`src/rtl/rst_seq_gen.sv`:
```
// Reset sequencer: syncs MMCM locked, waits for a stable lock, then releases a sync-deassert domain reset.
// Latency: rst_out falls SYNC_STAGES+STABLE_CYCLES+HOLD_CYCLES edges after locked is first sampled high.
// No backpressure; define RST_SEQ_GEN_TIMEOUT_EN to enable the sticky lock-wait timeout flag.
module rst_seq_gen #(
    parameter int SYNC_STAGES    = 2,
    parameter int STABLE_CYCLES  = 1024,
    parameter int HOLD_CYCLES    = 16,
    parameter int CNT_WIDTH      = 16,
    parameter int TIMEOUT_CYCLES = 65535
) (
    input  logic clk,
    input  logic rst,
    input  logic locked,
    input  logic sw_rst_req,
    output logic rst_out,
    output logic ready,
    output logic lock_lost,
    output logic lock_timeout
);

    if (SYNC_STAGES < 2 || STABLE_CYCLES < 1 || HOLD_CYCLES < 1 || TIMEOUT_CYCLES < 1 ||
        (64'(STABLE_CYCLES) >> CNT_WIDTH) != 64'd0 ||
        (64'(HOLD_CYCLES) >> CNT_WIDTH) != 64'd0 ||
        (64'(TIMEOUT_CYCLES) >> CNT_WIDTH) != 64'd0) begin : g_param_check
        $error("rst_seq_gen: illegal parameter combination");
    end

    localparam logic [CNT_WIDTH-1:0] STABLE_LAST = CNT_WIDTH'(STABLE_CYCLES - 1);
    localparam logic [CNT_WIDTH-1:0] HOLD_LAST   = CNT_WIDTH'(HOLD_CYCLES - 1);
    localparam logic [CNT_WIDTH-1:0] CNT_ONE     = CNT_WIDTH'(1);

    typedef enum logic [1:0] {
        WAIT_LOCK = 2'd0,
        STABLE    = 2'd1,
        HOLD      = 2'd2,
        RUN       = 2'd3
    } state_t;

    state_t                 state_q, state_d;
    logic [CNT_WIDTH-1:0]   cnt_q, cnt_d;
    logic [SYNC_STAGES-1:0] sync_q;
    logic                   locked_s;
    logic                   lost_set;

    // Only locked_s may be used downstream; raw locked is asynchronous to clk.
    always_ff @(posedge clk or posedge rst) begin
        if (rst) begin
            sync_q <= '0;
        end else begin
            sync_q <= {sync_q[SYNC_STAGES-2:0], locked};
        end
    end

    assign locked_s = sync_q[SYNC_STAGES-1];

`ifdef RST_SEQ_GEN_TIMEOUT_EN
    localparam logic [CNT_WIDTH-1:0] TIMEOUT_LAST = CNT_WIDTH'(TIMEOUT_CYCLES - 1);
    localparam logic [CNT_WIDTH-1:0] TIMEOUT_MAX  = CNT_WIDTH'(TIMEOUT_CYCLES);
    logic timeout_set;
    logic timeout_q;
`endif

    always_comb begin
        state_d  = state_q;
        cnt_d    = cnt_q;
        lost_set = 1'b0;
`ifdef RST_SEQ_GEN_TIMEOUT_EN
        timeout_set = 1'b0;
`endif
        case (state_q)
            WAIT_LOCK: begin
                if (locked_s) begin
                    state_d = STABLE;
                    cnt_d   = '0;
                end else begin
`ifdef RST_SEQ_GEN_TIMEOUT_EN
                    // Saturate so a very long wait never wraps back into a fresh count.
                    if (cnt_q != TIMEOUT_MAX) begin
                        cnt_d = cnt_q + CNT_ONE;
                    end
                    if (cnt_q == TIMEOUT_LAST) begin
                        timeout_set = 1'b1;
                    end
`else
                    cnt_d = '0;
`endif
                end
            end
            STABLE: begin
                if (!locked_s) begin
                    state_d = WAIT_LOCK;
                    cnt_d   = '0;
                end else if (cnt_q == STABLE_LAST) begin
                    state_d = HOLD;
                    cnt_d   = '0;
                end else begin
                    cnt_d = cnt_q + CNT_ONE;
                end
            end
            HOLD: begin
                if (!locked_s) begin
                    state_d = WAIT_LOCK;
                    cnt_d   = '0;
                end else if (cnt_q == HOLD_LAST) begin
                    state_d = RUN;
                    cnt_d   = '0;
                end else begin
                    cnt_d = cnt_q + CNT_ONE;
                end
            end
            RUN: begin
                cnt_d = '0;
                // Lock loss wins over a simultaneous software request.
                if (!locked_s) begin
                    state_d  = WAIT_LOCK;
                    lost_set = 1'b1;
                end else if (sw_rst_req) begin
                    state_d = HOLD;
                end
            end
            default: begin
                state_d = WAIT_LOCK;
                cnt_d   = '0;
            end
        endcase
    end

    always_ff @(posedge clk or posedge rst) begin
        if (rst) begin
            state_q   <= WAIT_LOCK;
            cnt_q     <= '0;
            rst_out   <= 1'b1;
            lock_lost <= 1'b0;
        end else begin
            state_q <= state_d;
            cnt_q   <= cnt_d;
            rst_out <= (state_d != RUN);
            if (lost_set) begin
                lock_lost <= 1'b1;
            end
        end
    end

    assign ready = ~rst_out;

`ifdef RST_SEQ_GEN_TIMEOUT_EN
    always_ff @(posedge clk or posedge rst) begin
        if (rst) begin
            timeout_q <= 1'b0;
        end else if (timeout_set) begin
            timeout_q <= 1'b1;
        end
    end

    assign lock_timeout = timeout_q;
`else
    assign lock_timeout = 1'b0;
`endif

endmodule

```
`config.mk`:
```
export PLATFORM = sky130hd
export DESIGN_NAME = rst_seq_gen
export DESIGN_NICKNAME = d
export VERILOG_FILES = /design/src/rtl/rst_seq_gen.sv
export SDC_FILE = /design/constraint.sdc
export NUM_CORES = 1
export LEC_CHECK = 0
export ABC_AREA = 0
export CAP_MARGIN = 20
export CELL_PAD_IN_SITES_DETAIL_PLACEMENT = 2
export CELL_PAD_IN_SITES_GLOBAL_PLACEMENT = 2
export CORE_ASPECT_RATIO = 1.75
export CORE_UTILIZATION = 40
export DETAILED_ROUTE_END_ITERATION = 10
export GPL_ROUTABILITY_DRIVEN = 0
export PLACE_DENSITY = 0.81
export SLEW_MARGIN = 20
export SYNTH_ARGS = -nofsm -noshare
export SYNTH_HDL_FRONTEND = slang
export SYNTH_SLANG_ARGS = --single-unit
```
`constraint.sdc`:
```
create_clock -name clk -period 2.8 [get_ports clk]
set_input_delay 0.28 -clock clk [delete_from_list [all_inputs] [get_ports clk]]
set_output_delay 0.28 -clock clk [all_outputs]
set_load 0.02 [all_outputs]
```
==> flow_metrics.py <==
metrics = {
    "setup_path": {
        "crit_arrival_ns": 2.02,
        "r2r_cells": 5,
        "critPathLaunchType": "flop",
        "critPathMaxFanout": 16,
        "path_class": "reg2reg",
        "timing.rr.end": "cnt_q[2]",
        "cp_data_required_time_ns": 2.98,
        "end_kind": "flop",
        "reg2reg_setup_slack_ns": 0.96,
        "r2r-start": "cnt_q[0]",
    },
    "drt": {
        "wl_per_cell_um": 20.0,
        "drc_errors": 0,
        "ant_nets": 0,
        "vias": 807,
        "totalWireLength_um": 2710,
        "vias_per_cell": 5.98,
        "drt_first_pass_iters": 4,
        "drtIter0Drc": 14,
    },
    "sta": {
        "finalHoldViolations": 0,
        "worst_pin_slew_ns": 0.847,
        "rsz0062_at_grt": "false",
        "post-route-period-util_pct": 65.8,
        "fin_skew_ns": 0.00703,
        "relSlewSlack_pct": 43.5,
        "finalSetupTns_ns": 0,
        "setup_violations": 0,
        "drv_slew": 0,
        "fmax_mhz": 543,
        "period_minus_slack_ns": 1.84,
    },
    "job": {
        "cap_violations": 0,
    },
    "hold_path": {
        "hold_class": "reg2reg",
        "hold_start": "sync_q[0]",
        "worstHoldPathCells": 0,
        "min_to": "sync_q[1]",
    },
    "cells_and_area": {
        "stdcell_count": 135,
        "synthToLayoutAreaGrowth_pct": 9.62,
        "final_nets": 115,
        "nFillCells": 277,
        "drive_above_1_share_pct": 10.1,
        "antennaDiodeCount": 0,
    },
    "placement": {
        "dpl.cell_count": 131,
        "place_hpwl_um": 1980,
        "place.port_buffers": 6,
    },
    "die": {
        "die_y_um": 71.6,
        "io_pins": 8,
        "row_count": 24,
        "dieArea_sq_um": 2990,
        "initial_core_util_pct": 43.3,
        "die_w_um": 41.8,
        "core_area_sq_um": 2550,
    },
    "cts": {
        "cts_buffer_depth": 2,
        "cts_hold_buf": 0,
        "ctsRootBufferMaster": "clkbuf_8",
        "clk_latency_ns": 0.27,
        "cts_inserted_buffers": 3,
        "h-tree-depth": 1,
        "cts_tree": "built",
        "cts_resized": 0,
        "cts_sinks": 22,
        "cts_setup_buffers": 0,
        "path_clk_slew_ns": 0.08,
    },
    "synthesis": {
        "yosysWarnings": 0,
        "synth_cells": 103,
        "synth_seq_cells": 22,
        "netlist-cell-type-count": 34,
        "syn-cell-area_sq_um": 1110,
        "syn_nets": 108,
        "avgSynthCellArea_sq_um": 10.7,
        "yosysSeqAreaShare_pct": 49.9,
    },
    "global_routing": {
        "antenna_found_initial": 0,
        "grt_pass1_wl_um": 4730,
        "grtUsageTotal_pct": 21.4,
        "grt_pass1_vias": 957,
        "grt-ovfl-total": 0,
        "grt_max_degree": 23,
    },
    "power": {
        "p_int_mw": 0.431,
        "pwr-share-seq_pct": 59.0,
        "comb_power_share_pct": 3.9,
        "swShare_pct": 21.9,
        "ir_drop_uv": 273,
        "p_per_area_nw_per_um2": 455,
        "p_clk_share_pct": 37.1,
        "p_sw_mw": 0.121,
        "p_leak_nw": 0.459,
    },
    "status": {
        "outcome": "finished, final reports clean",
    },
}
## cell type report
type | instances | area (sq um) | share of cell area, %
Timing Repair Buffer | 6 | 60.1 | 4.95
Clock buffer | 4 | 45.0 | 3.72
Tap cell | 26 | 32.5 | 2.68
Inverter | 5 | 18.8 | 1.55
Sequential cell | 22 | 552 | 45.5
Multi-Input combinational cell | 72 | 504 | 41.6
## cell families after synthesis
logic type | synth area share, %
adder cells (fa/ha/maj) | 1.13
AO/OA/AOI/OAI | 10.1
buffers and inverters | 4.52
XOR/XNOR | 11.1
AND/OR/NAND/NOR | 22.1
multiplexers | 0.905
flip-flops | 49.9
other | 0.339
## worst max-delay path by stage
| stage | startpoint | end | slack (ns) | cells past startpoint |
|---|---|---|---|---|
| finish | cnt_q[0] | cnt_q[2] | 0.96 | 5 |
| global route | cnt_q[0] | cnt_q[1] | 0.78 | 5 |
| CTS | cnt_q[0] | cnt_q[2] | 0.93 | 5 |
| detailed placement | cnt_q[0] | cnt_q[2] | 0.94 | 5 |
| global placement | cnt_q[0] | cnt_q[1] | 1.03 | 5 |
| floorplan | cnt_q[0] | cnt_q[0] | 1.25 | 6 |
## worst max-delay path: stages, from the launching register on
cell and delay, ns:
dfrtp_1 0.42, ha_1 0.26, and3_1 0.23, nand4_1 0.16
nand4b_2 0.39, a21oi_1 0.30
## power by group through the flow
stage	sequential, mW	clock [mW]	combinational [mW]
finish	0.326	0.205	0.0214
global route	0.327	0.223	0.0243
CTS	0.326	0.213	0.0221
detailed placement	0.332	0	0.0219
global placement	0.332	0	0.0209
floorplan	0.330	0	0.0183
## metrics by stage
stage / area, sq um / util, % / hold WS, ns / setup WS, ns / total power [mW]
finish: 1210 / 47.5 / 0.381 / 0.959 / 0.552
global placement: 1170 / 45.7 / 0.342 / 1.03 / 0.353
CTS: 1210 / 47.5 / 0.391 / 0.929 / 0.561
floorplan: 1110 / - / 0.268 / 1.25 / 0.348
detailed placement: 1170 / 45.7 / 0.372 / 0.938 / 0.354
global route: 1210 / 47.5 / 0.397 / 0.778 / 0.574
## Yosys cell counts (all sizes together)
cell type | number | share of area (%)
ha | 1 | 1.1
nor3 | 2 | 1.4
dfstp | 1 | 2.4
buf | 3 | 2.5
nand3b | 2 | 1.4
nor3b | 1 | 1.1
a21oi | 15 | 6.8
a21boi | 1 | 0.68
conb | 1 | 0.34
inv | 5 | 1.7
mux2i | 1 | 0.91
nor2 | 3 | 1.0
nand4 | 4 | 2.8
xor2 | 2 | 1.6
a31oi | 1 | 0.57
nand4b | 2 | 2.1
dfrtp | 21 | 48
o21bai | 1 | 0.68
clkbuf | 1 | 0.34
and4 | 1 | 0.79
nor4 | 8 | 5.1
xnor2 | 12 | 9.5
nand3 | 9 | 4.5
nand2 | 2 | 0.68
and3 | 1 | 0.57
nor2b | 1 | 0.57
a21o | 1 | 1.4
## cell usage in the layout, fill, tap and decap left out, types with 2 or more instances in the layout
master	netlist	final
dfrtp_1	21	21
a21oi_1	15	15
xnor2_1	12	12
nand3_1	8	8
nor4_1	7	7
clkdlybuf4s50_1	0	6
inv_1	5	5
nand4_1	3	3
nor2_1	3	3
clkbuf_8	0	3
nand3b_1	2	2
xor2_1	2	2
nand2_1	2	2
## registers in the layout, summed over array words and instances (netlist names)
register	flops
cnt_q	16
sync_q	2
lock_lost	1
rst_out	1
state_q	2
## metal layers
layer	share of wire [%]	wire, um	GRT usage [%]	up-vias
li1	-	-	-	377
met1	38	1020	23.3	415
met2	59	1590	40.3	10
met3	1.2	32	2.27	5
met4	2.2	60	9.68	0
met5	0	0	0	-
Note: power is estimated with default switching activity, not from simulation.
==> variant 1: new RTL, same settings <==
`CNT_WIDTH`: 16 -> 32.
--- a/src/rtl/rst_seq_gen.sv
+++ b/src/rtl/rst_seq_gen.sv
@@ -5,7 +5,7 @@
     parameter int SYNC_STAGES    = 2,
     parameter int STABLE_CYCLES  = 1024,
     parameter int HOLD_CYCLES    = 16,
-    parameter int CNT_WIDTH      = 16,
+    parameter int CNT_WIDTH      = 32,
     parameter int TIMEOUT_CYCLES = 65535
 ) (
     input  logic clk,
Function: same outputs for any inputs over 10 cycles, from zero or initial values and one cycle with rst high; that may be too few to reach the edited logic, so the function may still have changed.
==> variant 1 against the unedited design <==
Sequential cell count grew 16. Setup slack worse by 0.30 ns. Core utilization fell by 0.74 points. Cell count grew 86%. Total power increased by 77%. Count of clock-buffer cells in the layout increased by 3. First-iteration DRC count fell by 7.1%. Routed wire length increased by 82%. Synthesized area grew 69%. Clock skew is 0.0044 ns lower. Critical path depth stayed put. Design area increased by 71%. Sequential share of layout area up 0.30 points. Critical path type unchanged. Largest cell class unchanged.
==> variant 1: results <==
critical_path:
  r2r_slack_ns: 0.66
  reg2reg_to: "cnt_q[23]$_DFF_PP0_"
  cp_slowest_cell: "nor3b_2"
  critPathTopFamily: "simple AND/OR/NAND/NOR gates"
  path_max_fanout: 10
  end_kind: "register"
  cp-startpoint: "cnt_q[4]$_DFF_PP0_"
  crit_path_max_incr_delay_ns: 0.74
  required_ns: 2.97
final_layout:
  antenna_cells_inserted: 0
  num-nets-final: 204
  fillers: 499
  drive_above_1_share: 0.08000
  largest_registers: "cnt_q: 32 flops, state_q: 2 flops, sync_q: 2 flops"
place:
  dpl.cell_count: 243
  portBuffers: 6
  dp_hpwl_mm: 3.484
synth:
  netlist_top_cells_area: "dfrtp_1 (49%), xor2_1 (12%), nor2_1 (7.4%)"
  ys_top_cells_by_count: "dfrtp_1 (37), nor2_1 (37), xor2_1 (25)"
  synth_fp_nets: 194
  ys_types: 30
  yosysWarnings: 0
  async_reset_ff_frac: 1.000
  syn_area_per_cell_um2: 9.917
  ys_seq_area_frac: 0.5080
global_route:
  grt_pass1_vias: 1622
  grt_max_degree: 39
  antenna_found_initial: 0
  grt_pass1_wl_mm: 7.976
  grt_use_total: 0.2262
route:
  first_pass_iters: 4
  routed_wirelength_mm: 4.916
  drtIter0Drc: 13
  num_vias: 1413
  routedWlPerCell_um: 19.59
sta:
  setup-tns-final_ns: 0
  worstMarginPinSlew_ns: 0.8007
  clock_skew_ns: 0.002607
pwr:
  ir_worst_vdd_mv: 0.3257
  p_leak_nw: 0.9016
clocking:
  clock_path_buffers: 2
  cts_setup_buffers: 0
  numCtsBuffers: 5
  cts_resized: 0
  clock_latency_ns: 0.29
  ctsRootBufferMaster: "clkbuf_8"
  h-tree-depth: 2
outcome:
  status: "finished clean"
worst_hold_path:
  hp-class: "reg2reg"
-- variant 1: changes by cell type in the layout (fill, tap and decap cells not counted), moves of 5 or more --
cell and change:
nor2_1 +34, xor2_1 +23, dfrtp_1 +16, a21oi_1 -14, nand2_1 +8, xnor2_1 -7
and4_1 +6, nand4_1 +6, nand3_1 +5
-- variant 1: worst min path at each step --
| stage | start | end | slack [ns] | cells past startpoint |
|---|---|---|---|---|
| after floorplan | locked | sync_q[0]$_DFF_PP0_ | 0.31 | 0 |
| after global placement | sync_q[0]$_DFF_PP0_ | sync_q[1]$_DFF_PP0_ | 0.33 | 0 |
| after detailed placement | sync_q[0]$_DFF_PP0_ | sync_q[1]$_DFF_PP0_ | 0.34 | 0 |
| after CTS | sync_q[0]$_DFF_PP0_ | sync_q[1]$_DFF_PP0_ | 0.35 | 0 |
| after global routing | sync_q[0]$_DFF_PP0_ | sync_q[1]$_DFF_PP0_ | 0.36 | 0 |
| final | sync_q[0]$_DFF_PP0_ | sync_q[1]$_DFF_PP0_ | 0.35 | 0 |
-- variant 1: kinds of logic after synthesis --
kind of cell	after synthesis	share of synthesized area
other	1	0.002001
adders and majority gates	1	0.006675
DFF	38	0.5080
and+or+nand+nor	100	0.2770
xor gates and xnor gates	30	0.1402
AOI/OAI and AO/OA	7	0.03405
buffers and inverters	12	0.03204
-- variant 1: cell type report --
cell class | instances | area [µm²] | area share
sequential | 38 | 952.2 | 0.4582
multi-input combinational | 139 | 862.1 | 0.4148
timing repair buffer | 10 | 90.09 | 0.04335
clock buffer | 7 | 86.33 | 0.04154
tap | 51 | 63.81 | 0.03070
inverter | 5 | 18.77 | 0.009031
clock inverter | 1 | 5.005 | 0.002408
-- variant 1: worst register-to-register path, delay by kind of cell (launching register included) --
| family | cells | cell delay [ns] |
|---|---|---|
| flops | 1 | 0.47 |
| xor+xnor | 1 | 0.25 |
| simple gates | 4 | 1.31 |
-- variant 1: report_power, final --
group	internal [W]	total, W	switching [W]
registers	0.000552	0.000556	0.00000394
clock network	0.000199	0.000390	0.000191
logic	0.00000977	0.0000331	0.0000233
total	0.000761	0.000979	0.000218
-- variant 1: routing by layer --
layer / GRT usage / part of all wire / vias up
met5: 0 / 0 / -
met4: 0.07675 / 0.016 / 0
met3: 0.04433 / 0.015 / 8
met1: 0.2340 / 0.38 / 731
met2: 0.4208 / 0.59 / 12
li1: - / - / 662
-- variant 1: stage by stage --
step	area, µm²	power, W	utilization	hold WS, ns	worst slack (ns)
floorplan	1874	0.0005886	-	0.3114	0.9253
global placement	1987	0.0005990	0.4471	0.3322	0.8313
detailed placement	1987	0.0006010	0.4471	0.3370	0.6952
CTS	2078	0.0009939	0.4676	0.3538	0.6474
global route	2078	0.001014	0.4676	0.3582	0.5308
finish	2078	0.0009789	0.4676	0.3512	0.6618
==> variant 2: new RTL, config.mk and constraints unchanged <==
Without the edit above. Re-encode `state_t` (4 states) as one-hot, 4 bits wide.
--- a/src/rtl/rst_seq_gen.sv
+++ b/src/rtl/rst_seq_gen.sv
@@ -29,11 +29,11 @@
     localparam logic [CNT_WIDTH-1:0] HOLD_LAST   = CNT_WIDTH'(HOLD_CYCLES - 1);
     localparam logic [CNT_WIDTH-1:0] CNT_ONE     = CNT_WIDTH'(1);
 
-    typedef enum logic [1:0] {
-        WAIT_LOCK = 2'd0,
-        STABLE    = 2'd1,
-        HOLD      = 2'd2,
-        RUN       = 2'd3
+    typedef enum logic [3:0] {
+        WAIT_LOCK = 4'b0001,
+        STABLE    = 4'b0010,
+        HOLD      = 4'b0100,
+        RUN       = 4'b1000
     } state_t;
 
     state_t                 state_q, state_d;
Behaviour: same outputs for any inputs over 10 cycles, from zero or initial values and one cycle with rst high; not proved beyond that.
==> variant 2 against the unedited design <==
Highest routed layer unchanged. Largest cell class is now multi-input gates. Design area is 19% higher. Critical path type unchanged. Routed wire length increased by 14%. Sequential cell count rose by 2. Synthesized area rose by 18%. Setup slack lost 0.34 ns. Core utilization decreased by 1.2 points. Count of clock-buffer cells in the layout unchanged. Via count rose by 19%. Cell count increased by 26%. Synthesized cell count increased by 17%.
Power is not compared: it rests on default switching activity, and its combinational part moved more than twofold at a synthesized area within 25%.
==> variant 2: results <==
synth:
  ys_types: 38
  netlist_top_cells_area: "dfrtp_1 (42%), xnor2_1 (8.1%), nor3b_2 (5.8%)"
  synthAdderAreaFrac: 0.009597
  synth-xor-area-share: 0.1008
  synth.area.mux_share: 0
  synth_fp_nets: 125
  synth_compound_area_frac: 0.06718
  ys_top_cells_by_count: "dfrtp_1 (22), xnor2_1 (12), inv_1 (7), nor2_1 (7), nor4_1 (7)"
route:
  drtIter0Drc: 27
  routedWlPerCell_um: 18.22
  first_pass_iters: 2
  num_vias: 964
global_route:
  grt_pass1_vias: 1098
  grt_use_total: 0.2029
  grt_pass1_wl_mm: 5.230
final_layout:
  largest_registers: "cnt_q: 16 flops, state_q: 4 flops, sync_q: 2 flops"
  fillers: 351
  drive_above_1_share: 0.1417
critical_path:
  critPathTopFamily: "compound AO/OA/AOI/OAI gates"
  crit_path_max_incr_delay_ns: 0.79
  cp_slowest_cell: "a211oi_4"
outcome:
  status: "finished clean"
place:
  dpl_worst_slack_ns: 0.6165
sta:
  worstMarginPinSlew_ns: 0.9310
  clock_skew_ns: 0.01035
==> variant 2: cell types whose count changed after synthesis, moves of 3 or more <==
| cell | before | now |
|---|---|---|
| nor2_1 | 3 | 7 |
| nor3b_2 | 1 | 6 |
| a21oi_1 | 15 | 2 |
| nor3_1 | 1 | 5 |
| nand2_1 | 2 | 5 |
| nor3b_1 | 0 | 5 |
| nand4_1 | 3 | 6 |
==> variant 2: how the worst min path moves through the flow <==
stage	from	cells after the start	slack [ns]	to
floorplan	rst	1	0.29	cnt_q[0]$_DFF_PP0_
global placement	sync_q[0]$_DFF_PP0_	0	0.33	sync_q[1]$_DFF_PP0_
detailed placement	sync_q[0]$_DFF_PP0_	0	0.34	sync_q[1]$_DFF_PP0_
CTS	sync_q[0]$_DFF_PP0_	0	0.36	sync_q[1]$_DFF_PP0_
global route	sync_q[0]$_DFF_PP0_	0	0.37	sync_q[1]$_DFF_PP0_
finish	sync_q[0]$_DFF_PP0_	0	0.36	sync_q[1]$_DFF_PP0_
==> variant 2: cell type report <==
| type | count | share of cell area |
|---|---|---|
| clock buffers | 4 | 0.03128 |
| well taps | 43 | 0.03736 |
| multi-input cells | 86 | 0.4527 |
| flip-flops and latches | 24 | 0.4188 |
| inverters | 7 | 0.01825 |
| repair buffers | 6 | 0.04170 |
==> variant 2: kinds of logic (layout without fill, tap and decap cells) <==
kind of cell,Yosys count,count (layout)
xor+xnor,15,15
other cells,1,1
simple gates,58,58
fa+ha+maj,1,1
compound gates,11,11
flops,24,24
buf+inv,10,17
==> variant 2: power by group through the flow <==
stage                     clock (W)  sequential [W]  combinational (W)
after floorplan                   0        0.000380          0.0000747
after global placement            0        0.000387          0.0000820
after detailed placement          0        0.000388          0.0000852
after CTS                  0.000216        0.000381          0.0000851
after global routing       0.000231        0.000383          0.0000914
final                      0.000210        0.000380          0.0000834
==> variant 2: per-stage QoR <==
| stage | cells | hold WS [ns] | utilization |
|---|---|---|---|
| global route | 170 | 0.3738 | 0.4634 |
| global placement | 166 | 0.3348 | 0.4489 |
| floorplan | 120 | 0.2931 | - |
| detailed placement | 166 | 0.3442 | 0.4489 |
| finish | 170 | 0.3561 | 0.4634 |
| CTS | 170 | 0.3624 | 0.4634 |
==> variant 2: routing by layer <==
layer	vias up	global-route usage	part of all wire
li1	445	-	-
met1	505	0.2274	0.39
met2	9	0.3754	0.59
met3	5	0.02093	0.0094
met4	0	0.06364	0.015
met5	-	0	0
